`config.mk`:
```
export PLATFORM = sky130hd
export DESIGN_NAME = arbitro_bordas
export DESIGN_NICKNAME = d
export VERILOG_FILES = /design/src/rtl/pacote_borda.sv /design/src/rtl/celula_borda.sv /design/src/rtl/arbitro_bordas.sv
export SDC_FILE = /design/constraint.sdc
export NUM_CORES = 1
export LEC_CHECK = 0
export ABC_AREA = 1
export CAP_MARGIN = 20
export CORE_MARGIN = 5
export CORE_UTILIZATION = 45
export CTS_CLUSTER_SIZE = 10
export DETAILED_ROUTE_END_ITERATION = 10
export PLACE_DENSITY = 0.67
export SLEW_MARGIN = 20
export SYNTH_ARGS = -nofsm -noshare
export SYNTH_HDL_FRONTEND = slang
export SYNTH_SLANG_ARGS = --single-unit
```
`constraint.sdc`:
```
create_clock -name clk -period 2.8 [get_ports clk]
set_clock_uncertainty 0.15 [all_clocks]
set_input_delay 0.56 -clock clk [delete_from_list [all_inputs] [get_ports clk]]
set_output_delay 0.56 -clock clk [all_outputs]
set_load 0.05 [all_outputs]
```
`src/rtl/pacote_borda.sv`:
```
// pacote_borda: shared edge-type encoding and arbiter FSM states
package pacote_borda;
   localparam logic [1:0] TIPO_NENHUM  = 2'b00;
   localparam logic [1:0] TIPO_SUBIDA  = 2'b01;
   localparam logic [1:0] TIPO_DESCIDA = 2'b10;
   localparam logic [1:0] TIPO_AMBAS   = 2'b11;
   typedef enum logic {OCIOSO, OFERTA} estado_t;
endpackage

```
`src/rtl/celula_borda.sv`:
```
// celula_borda: per-channel edge detector with pending flags and sticky overflow
module celula_borda (
   input  logic       clk,
   input  logic       rst,
   input  logic       entrada,
   input  logic [1:0] modo,
   input  logic       limpa_sub,
   input  logic       limpa_desc,
   input  logic       limpa_perdido,
   output logic       pend_sub,
   output logic       pend_desc,
   output logic       perdido
);
   logic entrada_q, sub, desc;
   always_comb begin
      sub  = entrada & ~entrada_q & modo[0];
      desc = ~entrada & entrada_q & modo[1];
   end
   // a new edge always wins over a same-cycle clear, of pending bits and of perdido
   always_ff @(posedge clk)
      if (rst) begin
         entrada_q <= entrada;
         pend_sub  <= 1'b0;
         pend_desc <= 1'b0;
         perdido   <= 1'b0;
      end else begin
         entrada_q <= entrada;
         pend_sub  <= sub | (pend_sub & ~limpa_sub);
         pend_desc <= desc | (pend_desc & ~limpa_desc);
         perdido   <= (sub & pend_sub & ~limpa_sub) | (desc & pend_desc & ~limpa_desc) | (perdido & ~limpa_perdido);
      end
endmodule

```
`src/rtl/arbitro_bordas.sv`:
```
// arbitro_bordas: round-robin server of per-channel edge events over valid/ready
module arbitro_bordas
   import pacote_borda::*;
#(
   parameter int N_CANAIS = 4,
   parameter int W_CANAL  = $clog2(N_CANAIS)
) (
   input  logic                clk,
   input  logic                rst,
   input  logic [N_CANAIS-1:0] entrada,
   input  logic [1:0]          modo,
   input  logic                evento_pronto,
   input  logic                limpa_perdido,
   output logic                evento_valido,
   output logic [W_CANAL-1:0]  evento_canal,
   output logic [1:0]          evento_tipo,
   output logic [N_CANAIS-1:0] perdido
);
   estado_t estado;
   logic [W_CANAL-1:0] ponteiro, escolha, idx;
   logic [N_CANAIS-1:0] pend_sub, pend_desc, limpa_sub, limpa_desc;
   logic algum, aceite;
   assign evento_valido = estado == OFERTA;
   assign aceite = evento_valido & evento_pronto;
   for (genvar i = 0; i < N_CANAIS; i++) begin : g_celula
      assign limpa_sub[i]  = aceite & (evento_canal == W_CANAL'(i)) & evento_tipo[0];
      assign limpa_desc[i] = aceite & (evento_canal == W_CANAL'(i)) & evento_tipo[1];
      celula_borda u_celula (
         .clk(clk),
         .rst(rst),
         .entrada(entrada[i]),
         .modo(modo),
         .limpa_sub(limpa_sub[i]),
         .limpa_desc(limpa_desc[i]),
         .limpa_perdido(limpa_perdido),
         .pend_sub(pend_sub[i]),
         .pend_desc(pend_desc[i]),
         .perdido(perdido[i])
      );
   end
   // scanning downward lets the channel closest above ponteiro overwrite the others
   always_comb begin
      escolha = '0;
      algum = 1'b0;
      idx = '0;
      for (int k = N_CANAIS - 1; k >= 0; k--) begin
         idx = W_CANAL'((int'(ponteiro) + k) % N_CANAIS);
         if (pend_sub[idx] | pend_desc[idx]) begin
            escolha = idx;
            algum = 1'b1;
         end
      end
   end
   always_ff @(posedge clk)
      if (rst) begin
         estado       <= OCIOSO;
         ponteiro     <= '0;
         evento_canal <= '0;
         evento_tipo  <= TIPO_NENHUM;
      end else if (estado == OCIOSO) begin
         if (algum) begin
            estado       <= OFERTA;
            evento_canal <= escolha;
            evento_tipo  <= {pend_desc[escolha], pend_sub[escolha]};
         end
      end else if (evento_pronto) begin
         estado   <= OCIOSO;
         ponteiro <= evento_canal == W_CANAL'(N_CANAIS - 1) ? '0 : evento_canal + W_CANAL'(1);
      end
endmodule

```
# After elaboration in Yosys (flattened, before gate mapping)
# Index checks and enable logic that the tools add are counted.
# op_classes
mux,32
addsub,4
n_lt_le_gt_ge,5
n_bitwise,95
n_reduce_logical,3
eq_ne,3
# ops
cell,n
bitwise AND 1 bit,57
binary-select mux 1 bit (select 2 bit),10
OR 1 bit,20
NOT 1 bit,18
two-way mux 1 bit,17
less-than comparator 2 x 3 -> 1 bit (second input constant),5
two-way mux 2 bit,5
adder 2 x 1 -> 2 bit (second input constant),2
adder 2 bit (second input constant),2
== test 2 bit (second input constant),2
AND reduction 2 bit,2
== test 2 x 1 -> 1 bit (second input constant),1
logical NOT 2 bit,1
# totals
word_cells,162
inputBits,10
out_inout_bits,9
regBits,23

# Depth between registers and ports, before layout
# Gate-level depths: netlist of the first run.
# logic_depth
ltp_word,10
depth_mapped,15
depth_no_buf,14

# Hierarchy
# A second synthesis of the first run with hierarchy kept.
# hier_totals
hier_cells,246
hier_area_um2,1615.3
# modules_own_cells
module,cells_per_inst,area_each_um2,seq_area_each_um2,n_inst
arbitro_bordas,150,924.6,140.1,1
celula_borda,24,172.7,80.1,4

# Worst setup path after synthesis of the first run
# No wires, ideal clock.
# synth_path
kind,flip-flop to flip-flop
start,"register estado, in the netlist evento_valido"
end,register g_celula[0].u_celula.perdido
setup_ns,0.115
stages_incl_launch_ff,8
required_time_ns,2.535
n_path_buf,0
arrival_ns,1.566
slack_ns,0.969
synth_period_minus_slack_ns,1.831
path_cell_list,dfxtp_1 nand2_1 inv_1 nand3_1 nand2_1 o22ai_1 o21ai_0 inv_1
# synth_via
elab_chain_cells,7
word_cells_on_any_way,10
classes_between,bitwise (10)
# synth_rtl
item,line,rtl
from (decl),arbitro_bordas.sv:19,estado_t estado;
from (signal assigned),arbitro_bordas.sv:56,estado <= OCIOSO;
from (signal assigned),arbitro_bordas.sv:62,estado <= OFERTA;
from (signal assigned),arbitro_bordas.sv:67,estado <= OCIOSO;
bitwise AND 1 bit *,arbitro_bordas.sv:24,assign aceite = evento_valido & evento_pronto;
bitwise AND 1 bit *,"arbitro_bordas.sv:26, arbitro_bordas.sv:27",
"bitwise AND 1 bit, on equally long branches","arbitro_bordas.sv:26, arbitro_bordas.sv:27",
NOT 1 bit,celula_borda.sv:30,perdido <= (sub & pend_sub & ~limpa_sub) | (desc & pend_desc & ~limpa_desc) | (perdido & ~limpa_perdido);
bitwise AND 1 bit,celula_borda.sv:30,
OR 1 bit * (2 in series),celula_borda.sv:30,
to (signal assigned),celula_borda.sv:30,
to (decl),celula_borda.sv:12,output logic perdido
# Every way passes the cells marked *; elsewhere a longest branch is shown, timed or not.
# A chain may end at the register's enable or synchronous reset.

# Worst setup path in the final report of the first run
# layout_path
start,"register estado, in the netlist evento_valido"
end,output port evento_valido
# layout_lines
item,line,rtl
to (decl),arbitro_bordas.sv:14,"output logic evento_valido,"
# No word-level cell between the ends.

==> out/summary.md, run 1 <==
- 203 — cells after synthesis
- 23 — post-synthesis sequential element count
- 16.1% — aggregate global-route resource usage
- 4.89 — Vias/cell
- 259 — number of placed instances with taps included
- 2560 µm — half-perimeter wire length after placement
- no — setup repair after global routing missed its margin
- 1.02 mW — Total Power Consumption
- 0.425 ns — Final Worst Setup Slack
- 0.421 GHz — maximum achievable frequency
- 0 — max-capacitance violation count
- 0 — leftover overflow at the end of global routing
- 84.8% — crit share post-route
- 318 — number of fill cells
- 19 — ports placed on the boundary
- 0.509 ns — actual slew at the worst max-slew pin
- 5440 µm — first-pass GRT wire length
- 4 — length of the first detailed-routing pass in iterations
- 0 — number of warnings reported in the yosys synthesis log
- 0 ns — total negative setup slack
- 1 — Buf+Inv Stages, Crit Path
- 7.01 µm² — post-synthesis average cell area
- 66.3 µm — die boundary width
- 32.3% — portion of the post-synthesis area used by sequential elements
- 217 — Post-Synthesis Net Count
- 14 — Worst Reg-to-Reg Cells
- 24 — count of different cell masters after synthesis
- 0.00164 mm² — Layout Cell Area excl Fill
- 0.86 ns — largest stage delay on the critical path
- 18 — number of input and output port buffers inserted
- clkdlybuf4s50_1 — critical path cell sequence
- 0.00439 mm² — Die Area
- finished, final reports clean — run status
- 0 — final antenna-violating net count
- 460 µm² — sequential cell area
- 1 — CTS H-tree depth
- 16.9% — share of cells above drive strength 1
- 623 mW/mm² — power per unit of standard cell area
- 0.00161 mm² — DP Area
- 0 — Final setup violation count
- 263 — non-filler cells, final
- 0 — initial antenna violation count
- 2.37 ns — fin crit period
- 4 — CP max FO
- 0 — number of DRC violations after detailed routing
- 46.6% — Starting Density
- 0 — n_diodes
- 32.3% — area share of the largest cell type after synthesis
- 0.00142 mm² — area of the mapped netlist
- 3130 µm — total wire length after detailed routing
- 23 — clock sink total
- dfxtp_1 (32%), nand2_1 (10%), nand3_1 (8.4%) — top post-synthesis cells by area
- 234 — Final Net Count
- 2 — worst hold stages
- 0 — post-cts gate resize count
- flip-flop — kind of launch point of the worst setup path
- built — TritonCTS clock tree
- 0.13 ns — CTS clk-pin slew, worst paths
- 1 — instance count on the critical path
- output pin — kind of end point of the critical path
- 66.3 µm — y dimension of the die
- 1,225 — via count of the first global-routing pass
- 2 — maximum clock insertion buffer count
- clkdlybuf4s50_1 — slowest cell on the critical path
- 2.09 ns — required arrival time at the worst endpoint
- 3 — number of buffers created by CTS
- 0.00305 mm² — Core Area
- 0.753 nW — Static Leakage
- 31 — initial DRC count
- 1.66 ns — CP arrival
- 0.914 — placer congestion estimate
- 15.2% — area added between synthesis and finish
- buffers and inverters — CP delay by family, top
- 0.32 ns — clock insertion delay at the later pin of the skew report
- 65.9% — worst slew margin relative to its limit
- 20 — row count
- 795 µm² — Multi-input gate area
- 0.728 ns — worst setup timing slack at the placement stage
- 1,287 — total via count after detailed routing
- 0 — final number of hold-violating endpoints
- 0 — # hold bufs at CTS
- 15 — pin count of the biggest net entering global routing
- 0.371 mV — maximum ir drop on the vdd rail
- clkbuf_4 — cell chosen for the clock root
- 0 — number of buffers inserted by post-CTS setup repair
- flip-flop to flip-flop — min-delay worst type
- 0 — final number of max-transition violations
- dfxtp_1 — leading area contributor after synthesis
- flip-flop to output pin — critical setup path kind
- 11.9 µm — routed length per placed instance
## placed cells by master, fill, tap and decap left out
cell and instances:
a21oi_1 12, and2_4 1, buf_4 1, clkbuf_4 3, clkdlybuf4s50_1 18, clkinvlp_4 1, dfxtp_1 23, ha_1 4
inv_1 27, inv_2 3, nand2_1 39, nand2_2 12, nand2_4 3, nand3_1 24, nand3_2 5, nand3b_1 2
nor2_1 17, nor2_2 1, nor2_4 2, nor2_8 1, o211ai_1 1, o21ai_0 8, o21ai_1 3, o21ai_2 4
o22ai_1 4
## final timing paths
kind	slack, ns	endpoint	from
max	0.43	evento_valido	evento_valido
min	0.37	g_celula[2].u_celula.pend_desc	g_celula[2].u_celula.entrada_q
max reg2reg	0.87	evento_tipo[0]	ponteiro[0]
min reg2reg	0.37	g_celula[2].u_celula.pend_desc	g_celula[2].u_celula.entrada_q
## layout make-up
| cell class | instances | share of cell area [%] |
|---|---|---|
| sequential | 23 | 28.1 |
| clock inverter | 1 | 0.458 |
| tap | 44 | 3.36 |
| multi-input combinational | 143 | 48.4 |
| clock buffer | 3 | 1.37 |
| timing repair buffer | 19 | 11.4 |
| inverter | 30 | 6.87 |
## synth_stat cells
master    number
o211ai_1       1
a21oi_1       12
and2_4         1
buf_6          2
clkbuf_1       1
o21ai_0        8
o21ai_1        3
nor2_8         1
nor2_4         2
o22ai_1        4
nand2_2       12
nand3_1       24
inv_1         27
buf_4          4
nand3b_1       2
inv_2          3
nand2_4        3
nor2_2         1
o21ai_2        4
nand2_1       39
ha_1           4
nor2_1        17
dfxtp_1       23
nand3_2        5
## through the flow
step | util, % | hold slack (ns)
CTS | 53.7 | 0.375
finish | 53.7 | 0.370
detailed placement | 52.7 | 0.356
global route | 53.7 | 0.400
floorplan | - | 0.325
global placement | 52.7 | 0.355
## report_power, final
| group | internal [mW] | switching [mW] | total (mW) |
|---|---|---|---|
| registers | 0.359 | 0.0413 | 0.400 |
| logic | 0.164 | 0.296 | 0.460 |
| clock network | 0.0547 | 0.107 | 0.162 |
| total | 0.578 | 0.444 | 1.02 |
## routing by layer
layer,global-route usage (%),wire length (µm),share of wire [%],vias to the layer above
met1,20.3,1500,48,585
li1,-,-,-,677
met4,9.14,84,2.7,0
met2,26.0,1450,46,19
met3,2.21,92,2.9,6
met5,0,0,0,-
## flip-flops by register name (all words and copies together), names as in the netlist
register                     flops
evento_tipo                      2
g_celula.u_celula.perdido        4
g_celula.u_celula.pend_sub       4
evento_canal                     2
g_celula.u_celula.pend_desc      4
evento_valido                    1
ponteiro                         2
g_celula.u_celula.entrada_q      4
## cells by family (layout without fill, tap and decap cells)
kind of cell	count (synthesis)	in the layout	synth area share, %
AO/OA/AOI/OAI	32	32	12.8
buffers and inverters	37	53	11.9
flip-flops	23	23	32.3
adder cells (fa/ha/maj)	4	4	3.52
AND/OR/NAND/NOR	107	107	39.5
(Power assumes the default switching activity.)
==> run 2, diff against run 1 <==
==> constraint.sdc (replaced) <==
create_clock -name clk -period 2.35 [get_ports clk]
set_clock_uncertainty 0.15 [all_clocks]
set_input_delay 0.47 -clock clk [delete_from_list [all_inputs] [get_ports clk]]
set_output_delay 0.47 -clock clk [all_outputs]
set_load 0.05 [all_outputs]
==> out/summary.md, run 2 (same netlist as run 1, synthesis figures left out) <==
- 66.3 µm — y dimension of the die, unchanged
- 0 — initial antenna violation count, unchanged
- 13 — Worst Reg-to-Reg Cells, was 14
- 1 — CTS H-tree depth, unchanged
- 2520 µm — half-perimeter wire length after placement, was 2560 µm
- 54.1% — Post-Route Utilization, was 53.7%
- 0.373 ns — Final Hold Slack, was 0.370 ns
- 0 — number of DRC violations after detailed routing, unchanged
- 19 — ports placed on the boundary, unchanged
- 0.56 ns — r2r setup slk, was 0.87 ns
- 0.525 mW — net switching power, was 0.444 mW
- 0 — final number of hold-violating endpoints, unchanged
- 3 — number of buffers created by CTS, unchanged
- 96.0% — crit share post-route
- 0.00165 mm² — Layout Cell Area excl Fill, was 0.00164 mm²
- 18 — number of input and output port buffers inserted, unchanged
- evento_tipo[1] — Critical Path End, was evento_valido
- 4.92 — Vias/cell, was 4.89
- 0.419 mV — maximum ir drop on the vdd rail, was 0.371 mV
- 1,257 — via count of the first global-routing pass, was 1,225
- flip-flop to flip-flop — min-delay worst type, unchanged
- 1.64 ns — CP arrival, was 1.66 ns
- 1.73 ns — required arrival time at the worst endpoint, was 2.09 ns
- 0.689 mW — Internal, was 0.578 mW
- 23 — clock sink total, unchanged
- flip-flop — kind of launch point of the worst setup path, unchanged
- 17.3% — share of cells above drive strength 1, was 16.9%
- 11.8 µm — routed length per placed instance, was 11.9 µm
- evento_tipo[1] — startpoint of the worst setup timing path, was evento_valido
- output pin — kind of end point of the critical path, unchanged
- 6 — CP max FO, was 4
- 460 µm² — sequential cell area, unchanged
- 0 ns — total negative setup slack, unchanged
- 329 — number of fill cells, was 318
- 4 — length of the first detailed-routing pass in iterations, unchanged
- buffers and inverters — CP delay by family, top, unchanged
- 0 — Final setup violation count, unchanged
- nand2_1 — most frequent standard cell in the layout excluding fill and tap cells, unchanged
- clkbuf_4 — cell chosen for the clock root, unchanged
- 0.771 nW — Static Leakage, was 0.753 nW
- 5340 µm — first-pass GRT wire length, was 5440 µm
- 45.2% — Comb power frac, was 45.0%
- 0.897 — placer congestion estimate, was 0.914
- clkdlybuf4s50_1 — critical path cell sequence, unchanged
- 0.0939 ns — Final Worst Setup Slack, was 0.425 ns
- 0.00305 mm² — Core Area, unchanged
- 15.9% — area added between synthesis and finish, was 15.2%
- 0.00439 mm² — Die Area, unchanged
- ponteiro[0] — worst reg2reg startpoint, unchanged
- 15.3% — Clk pwr share, was 15.8%
- 735 mW/mm² — power per unit of standard cell area, was 623 mW/mm²
- 0 — final number of max-transition violations, unchanged
- 39.6% — sequential fraction of design power, was 39.2%
- 0 — final antenna-violating net count, unchanged
- 0 — # hold bufs at CTS, unchanged
- 3110 µm — total wire length after detailed routing, was 3130 µm
- 15.5% — aggregate global-route resource usage, was 16.1%
- 235 — Final Net Count, was 234
- 1,298 — total via count after detailed routing, was 1,287
- 65.4% — worst slew margin relative to its limit, was 65.9%
- finished, final reports clean — run status, unchanged
- 0.85 ns — largest stage delay on the critical path, was 0.86 ns
- 2.26 ns — fin crit period
- 0.518 ns — actual slew at the worst max-slew pin, was 0.509 ns
- 33 — initial DRC count, was 31
- flip-flop to output pin — critical setup path kind, unchanged
- nand2_1 (39), inv_1 (27), nand3_1 (24) — highest-count cells in the layout ignoring fill and taps, unchanged
- 1 — Buf+Inv Stages, Crit Path, unchanged
- 0 — leftover overflow at the end of global routing, unchanged
- 0 — n_diodes, unchanged
- 0 — max-capacitance violation count, unchanged
- 43.2% — net switching share of the total power, was 43.5%
- 795 µm² — Multi-input gate area, unchanged
- 2 — maximum clock insertion buffer count, unchanged
- clkdlybuf4s50_1 — slowest cell on the critical path, unchanged
- 0.443 GHz — maximum achievable frequency
- 20 — row count, unchanged
- 66.3 µm — die boundary width, unchanged
- 46.6% — Starting Density, unchanged
- no — setup repair after global routing missed its margin, unchanged
- 0.325 ns — worst setup timing slack at the placement stage, was 0.728 ns
- 1 — instance count on the critical path, unchanged
- 0.13 ns — CTS clk-pin slew, worst paths, about the same
- built — TritonCTS clock tree, unchanged
- 0.00162 mm² — DP Area, was 0.00161 mm²
- 0.31 ns — clock insertion delay at the later pin of the skew report, was 0.32 ns
- 15 — pin count of the biggest net entering global routing, unchanged
- evento_tipo[0] — critical register-to-register path endpoint, unchanged
-- run 2: cell count changes in the layout (fill, tap and decap cells not counted) --
| cell | change |
|---|---|
| buf_4 | +1 |
| clkdlybuf4s50_1 | -1 |
| dlymetal6s2s_1 | +1 |
-- run 2: layer usage --
layer | vias up | wire [µm] | GRT usage, %
met5 | - | 0 | 0
met4 | 0 | 42 | 7.36
met3 | 4 | 69 | 1.53
met2 | 20 | 1470 | 25.9
met1 | 588 | 1530 | 19.7
li1 | 686 | - | -
-- run 2: final cells by class --
| cell class | instances | area share, % |
|---|---|---|
| Inverter | 30 | 6.82 |
| Tap cell | 44 | 3.34 |
| Multi-Input combinational cell | 143 | 48.1 |
| Clock buffer | 3 | 1.36 |
| Timing Repair Buffer | 20 | 12.0 |
| Sequential cell | 23 | 27.9 |
| Clock inverter | 1 | 0.455 |
-- run 2: worst min path at each step --
stage	startpoint	to	slack (ns)	cells past startpoint
after floorplan	g_celula[2].u_celula.pend_sub	g_celula[2].u_celula.pend_sub	0.33	2
after global placement	g_celula[1].u_celula.entrada_q	g_celula[1].u_celula.pend_desc	0.35	2
after detailed placement	g_celula[2].u_celula.entrada_q	g_celula[2].u_celula.pend_desc	0.36	2
after CTS	g_celula[2].u_celula.entrada_q	g_celula[2].u_celula.pend_desc	0.37	2
after global routing	g_celula[2].u_celula.entrada_q	g_celula[2].u_celula.pend_desc	0.40	2
final	g_celula[2].u_celula.entrada_q	g_celula[2].u_celula.pend_desc	0.37	2
-- run 2: timing repair --
| action | CTS | global route |
|---|---|---|
| setup buffers | 0 | 0 |
| endpoints found under the setup margin | 0 | 1 |
| resized for setup | 0 | 1 |
-- run 2: metrics by stage --
step,power (mW),instances
after floorplan,0.900,203
after global placement,1.03,260
after detailed placement,1.03,260
after CTS,1.22,264
after global routing,1.30,264
final,1.21,264
-- run 2: power by group through the flow --
stage	combinational [mW]	sequential [mW]	clock, mW
after floorplan	0.352	0.548	0
after global placement	0.541	0.486	0
after detailed placement	0.544	0.487	0
after CTS	0.549	0.478	0.193
after global routing	0.605	0.486	0.211
final	0.548	0.480	0.186
==> run 3, diff against run 2 <==
--- a/config.mk
+++ b/config.mk
@@ -11,8 +11,9 @@
 export CORE_UTILIZATION = 45
 export CTS_CLUSTER_SIZE = 10
 export DETAILED_ROUTE_END_ITERATION = 10
-export PLACE_DENSITY = 0.67
+export PLACE_DENSITY = 0.66
 export SLEW_MARGIN = 20
 export SYNTH_ARGS = -nofsm -noshare
 export SYNTH_HDL_FRONTEND = slang
+export SYNTH_HIERARCHICAL = 1
 export SYNTH_SLANG_ARGS = --single-unit
==> constraint.sdc (replaced) <==
create_clock -name clk -period 2.25 [get_ports clk]
set_clock_uncertainty 0.15 [all_clocks]
set_input_delay 0.45 -clock clk [delete_from_list [all_inputs] [get_ports clk]]
set_output_delay 0.45 -clock clk [all_outputs]
set_load 0.05 [all_outputs]
==> out/summary.md, run 3 <==
- finished, final reports clean — run status, unchanged
- 6.57 µm² — post-synthesis average cell area, was 7.01 µm²
- 2670 µm — half-perimeter wire length after placement, was 2520 µm
- 69.9 µm — die boundary width, was 66.3 µm
- dfxtp_1 (29%), nand2_1 (13%), inv_1 (11%) — top post-synthesis cells by area, was dfxtp_1 (32%), nand2_1 (10%), nand3_1 (8.4%)
- nand2_1 (54), inv_1 (46), nor2_1 (36) — highest-count cells in the layout ignoring fill and taps, was nand2_1 (39), inv_1 (27), nand3_1 (24)
- 1.65 ns — required arrival time at the worst endpoint, was 1.73 ns
- 2 — maximum clock insertion buffer count, unchanged
- 309 — number of placed instances with taps included, was 260
- 0 — n_diodes, unchanged
- 14.9% — aggregate global-route resource usage, was 15.5%
- flip-flop to flip-flop — min-delay worst type, unchanged
- 6 — number of warnings reported in the yosys synthesis log, was 0
- 95.4% — crit share post-route
- 0.00489 mm² — Die Area, was 0.00439 mm²
- 4.54 — Vias/cell, was 4.92
- clkdlybuf4s50_1 — critical path cell sequence, unchanged
- 3290 µm — total wire length after detailed routing, was 3110 µm
- 260 — Post-Synthesis Net Count, was 217
- 0 — final number of max-transition violations, unchanged
- 66.3% — worst slew margin relative to its limit, was 65.4%
- 0 — post-cts gate resize count, unchanged
- 0 ns — total negative setup slack, unchanged
- 682 mW/mm² — power per unit of standard cell area, was 735 mW/mm²
- 0.104 ns — Final Worst Setup Slack, was 0.0939 ns
- 0 — number of DRC violations after detailed routing, unchanged
- nand2_1 — most frequent standard cell in the layout excluding fill and tap cells, unchanged
- 0.504 ns — actual slew at the worst max-slew pin, was 0.518 ns
- 0 — final antenna-violating net count, unchanged
- 0 — max-capacitance violation count, unchanged
- nand2_1 (54), inv_1 (46), nor2_1 (36) — synth cell count leaders, was nand2_1 (39), inv_1 (27), nand3_1 (24)
- built — TritonCTS clock tree, unchanged
- flip-flop — kind of launch point of the worst setup path, unchanged
- 0.331 mV — maximum ir drop on the vdd rail, was 0.419 mV
- 47.3% — Starting Density, was 46.6%
- clkbuf_4 — cell chosen for the clock root, unchanged
- 21 — row count, was 20
- 0% — proportion of register bits with asynchronous set or reset after synthesis, unchanged
- 15.6% — area added between synthesis and finish, was 15.9%
- 2.15 ns — fin crit period
- 0.280 ns — worst setup timing slack at the placement stage, was 0.325 ns
- 0.12 ns — CTS clk-pin slew, worst paths, was 0.13 ns
- dfxtp_1 — most used flip-flop cell after synthesis, unchanged
- 1.27 mW — Total Power Consumption, was 1.21 mW
- 0.00162 mm² — area of the mapped netlist, was 0.00142 mm²
- 0 — leftover overflow at the end of global routing, unchanged
- 0.83 ns — largest stage delay on the critical path, was 0.85 ns
- 0.30 ns — clock insertion delay at the later pin of the skew report, was 0.31 ns
- 282 — Final Net Count, was 235
- flip-flop to output pin — critical setup path kind, unchanged
- 0 — final number of hold-violating endpoints, unchanged
- 23 — post-synthesis sequential element count, unchanged
- 10.5 µm — routed length per placed instance, was 11.8 µm
- nand2_1 — most repeated cell in the gate-level netlist after synthesis, unchanged
- 1.55 ns — CP arrival, was 1.64 ns
- output pin — kind of end point of the critical path, unchanged
- 0.00342 mm² — Core Area, was 0.00305 mm²
- 4 — CP max FO, was 6
- 13.9% — share of cells above drive strength 1, was 17.3%
- 18 — number of input and output port buffers inserted, unchanged
- 1 — CTS H-tree depth, unchanged
- 25 — count of different cell masters after synthesis, was 24
- 0 — Post-synth EDFFs, unchanged
- 0 — number of buffers inserted by post-CTS setup repair, unchanged
- 78 — initial DRC count, was 33
- 19 — ports placed on the boundary, unchanged
- 4 — length of the first detailed-routing pass in iterations, unchanged
- no — setup repair after global routing missed its margin, unchanged
- 246 — cells after synthesis, was 203
- dfxtp_1 — leading area contributor after synthesis, unchanged
- 28.5% — area share of the largest cell type after synthesis, was 32.3%
- 1 — Buf+Inv Stages, Crit Path, unchanged
- 6160 µm — first-pass GRT wire length, was 5340 µm
- 54.7% — Post-Route Utilization, was 54.1%
- 20 — pin count of the biggest net entering global routing, was 15
- 0.978 nW — Static Leakage, was 0.771 nW
- 23 — clock sink total, unchanged
- 0.903 — placer congestion estimate, was 0.897
- 69.9 µm — y dimension of the die, was 66.3 µm
- 3 — number of buffers created by CTS, unchanged
- clkdlybuf4s50_1 — slowest cell on the critical path, unchanged
- 313 — non-filler cells, final, was 264
- 0 — Final setup violation count, unchanged
- 28.5% — portion of the post-synthesis area used by sequential elements, was 32.3%
- 0.466 GHz — maximum achievable frequency
- buffers and inverters — CP delay by family, top, unchanged
- 0 — initial antenna violation count, unchanged
- 1,422 — total via count after detailed routing, was 1,298
- 0 — # hold bufs at CTS, unchanged
- 1,410 — via count of the first global-routing pass, was 1,257
[run 3: where the power goes]
group | switching [mW] | internal (mW)
Clock | 0.118 | 0.0691
Combinational | 0.395 | 0.208
Sequential | 0.0375 | 0.447
[run 3: path summary, 6_finish.rpt]
kind                                    start             end  slack, ns  cells past startpoint
worst max-delay path            evento_valido   evento_valido       0.10                      1
worst min-delay path              ponteiro[0]     ponteiro[0]       0.38                      2
worst max register to register    ponteiro[0]  evento_tipo[0]       0.40                     14
worst min register to register    ponteiro[0]     ponteiro[0]       0.38                      2
[run 3: stage by stage]
step	instance area, µm²	hold WS [ns]
after floorplan	1620	0.328
after global placement	1830	0.348
final	1870	0.378
after detailed placement	1830	0.363
after global routing	1870	0.422
after CTS	1860	0.383
[run 3: cell type report]
cell class	instances	area [µm²]
inverters	48	180
fillers	375	1550
multi-input cells	171	928
flip-flops and latches	23	460
clock buffers	4	26.3
repair buffers	21	215
well taps	46	57.6
[run 3: cell families (layout without fill, tap and decap cells)]
group                      count (synthesis)  in the layout  share of synthesized area, %
and+or+nand+nor                          143            143                          46.4
buffers and inverters                     52             73                          14.0
AOI/OAI and AO/OA                         24             24                          7.98
adders and majority gates                  4              4                          3.10
DFF                                       23             23                          28.5
[run 3: layer usage]
layer	wire length [µm]	global-route usage, %
met1	1690	19.7
met2	1500	25.3
met3	86	1.58
met4	21	4.47
met5	0	0
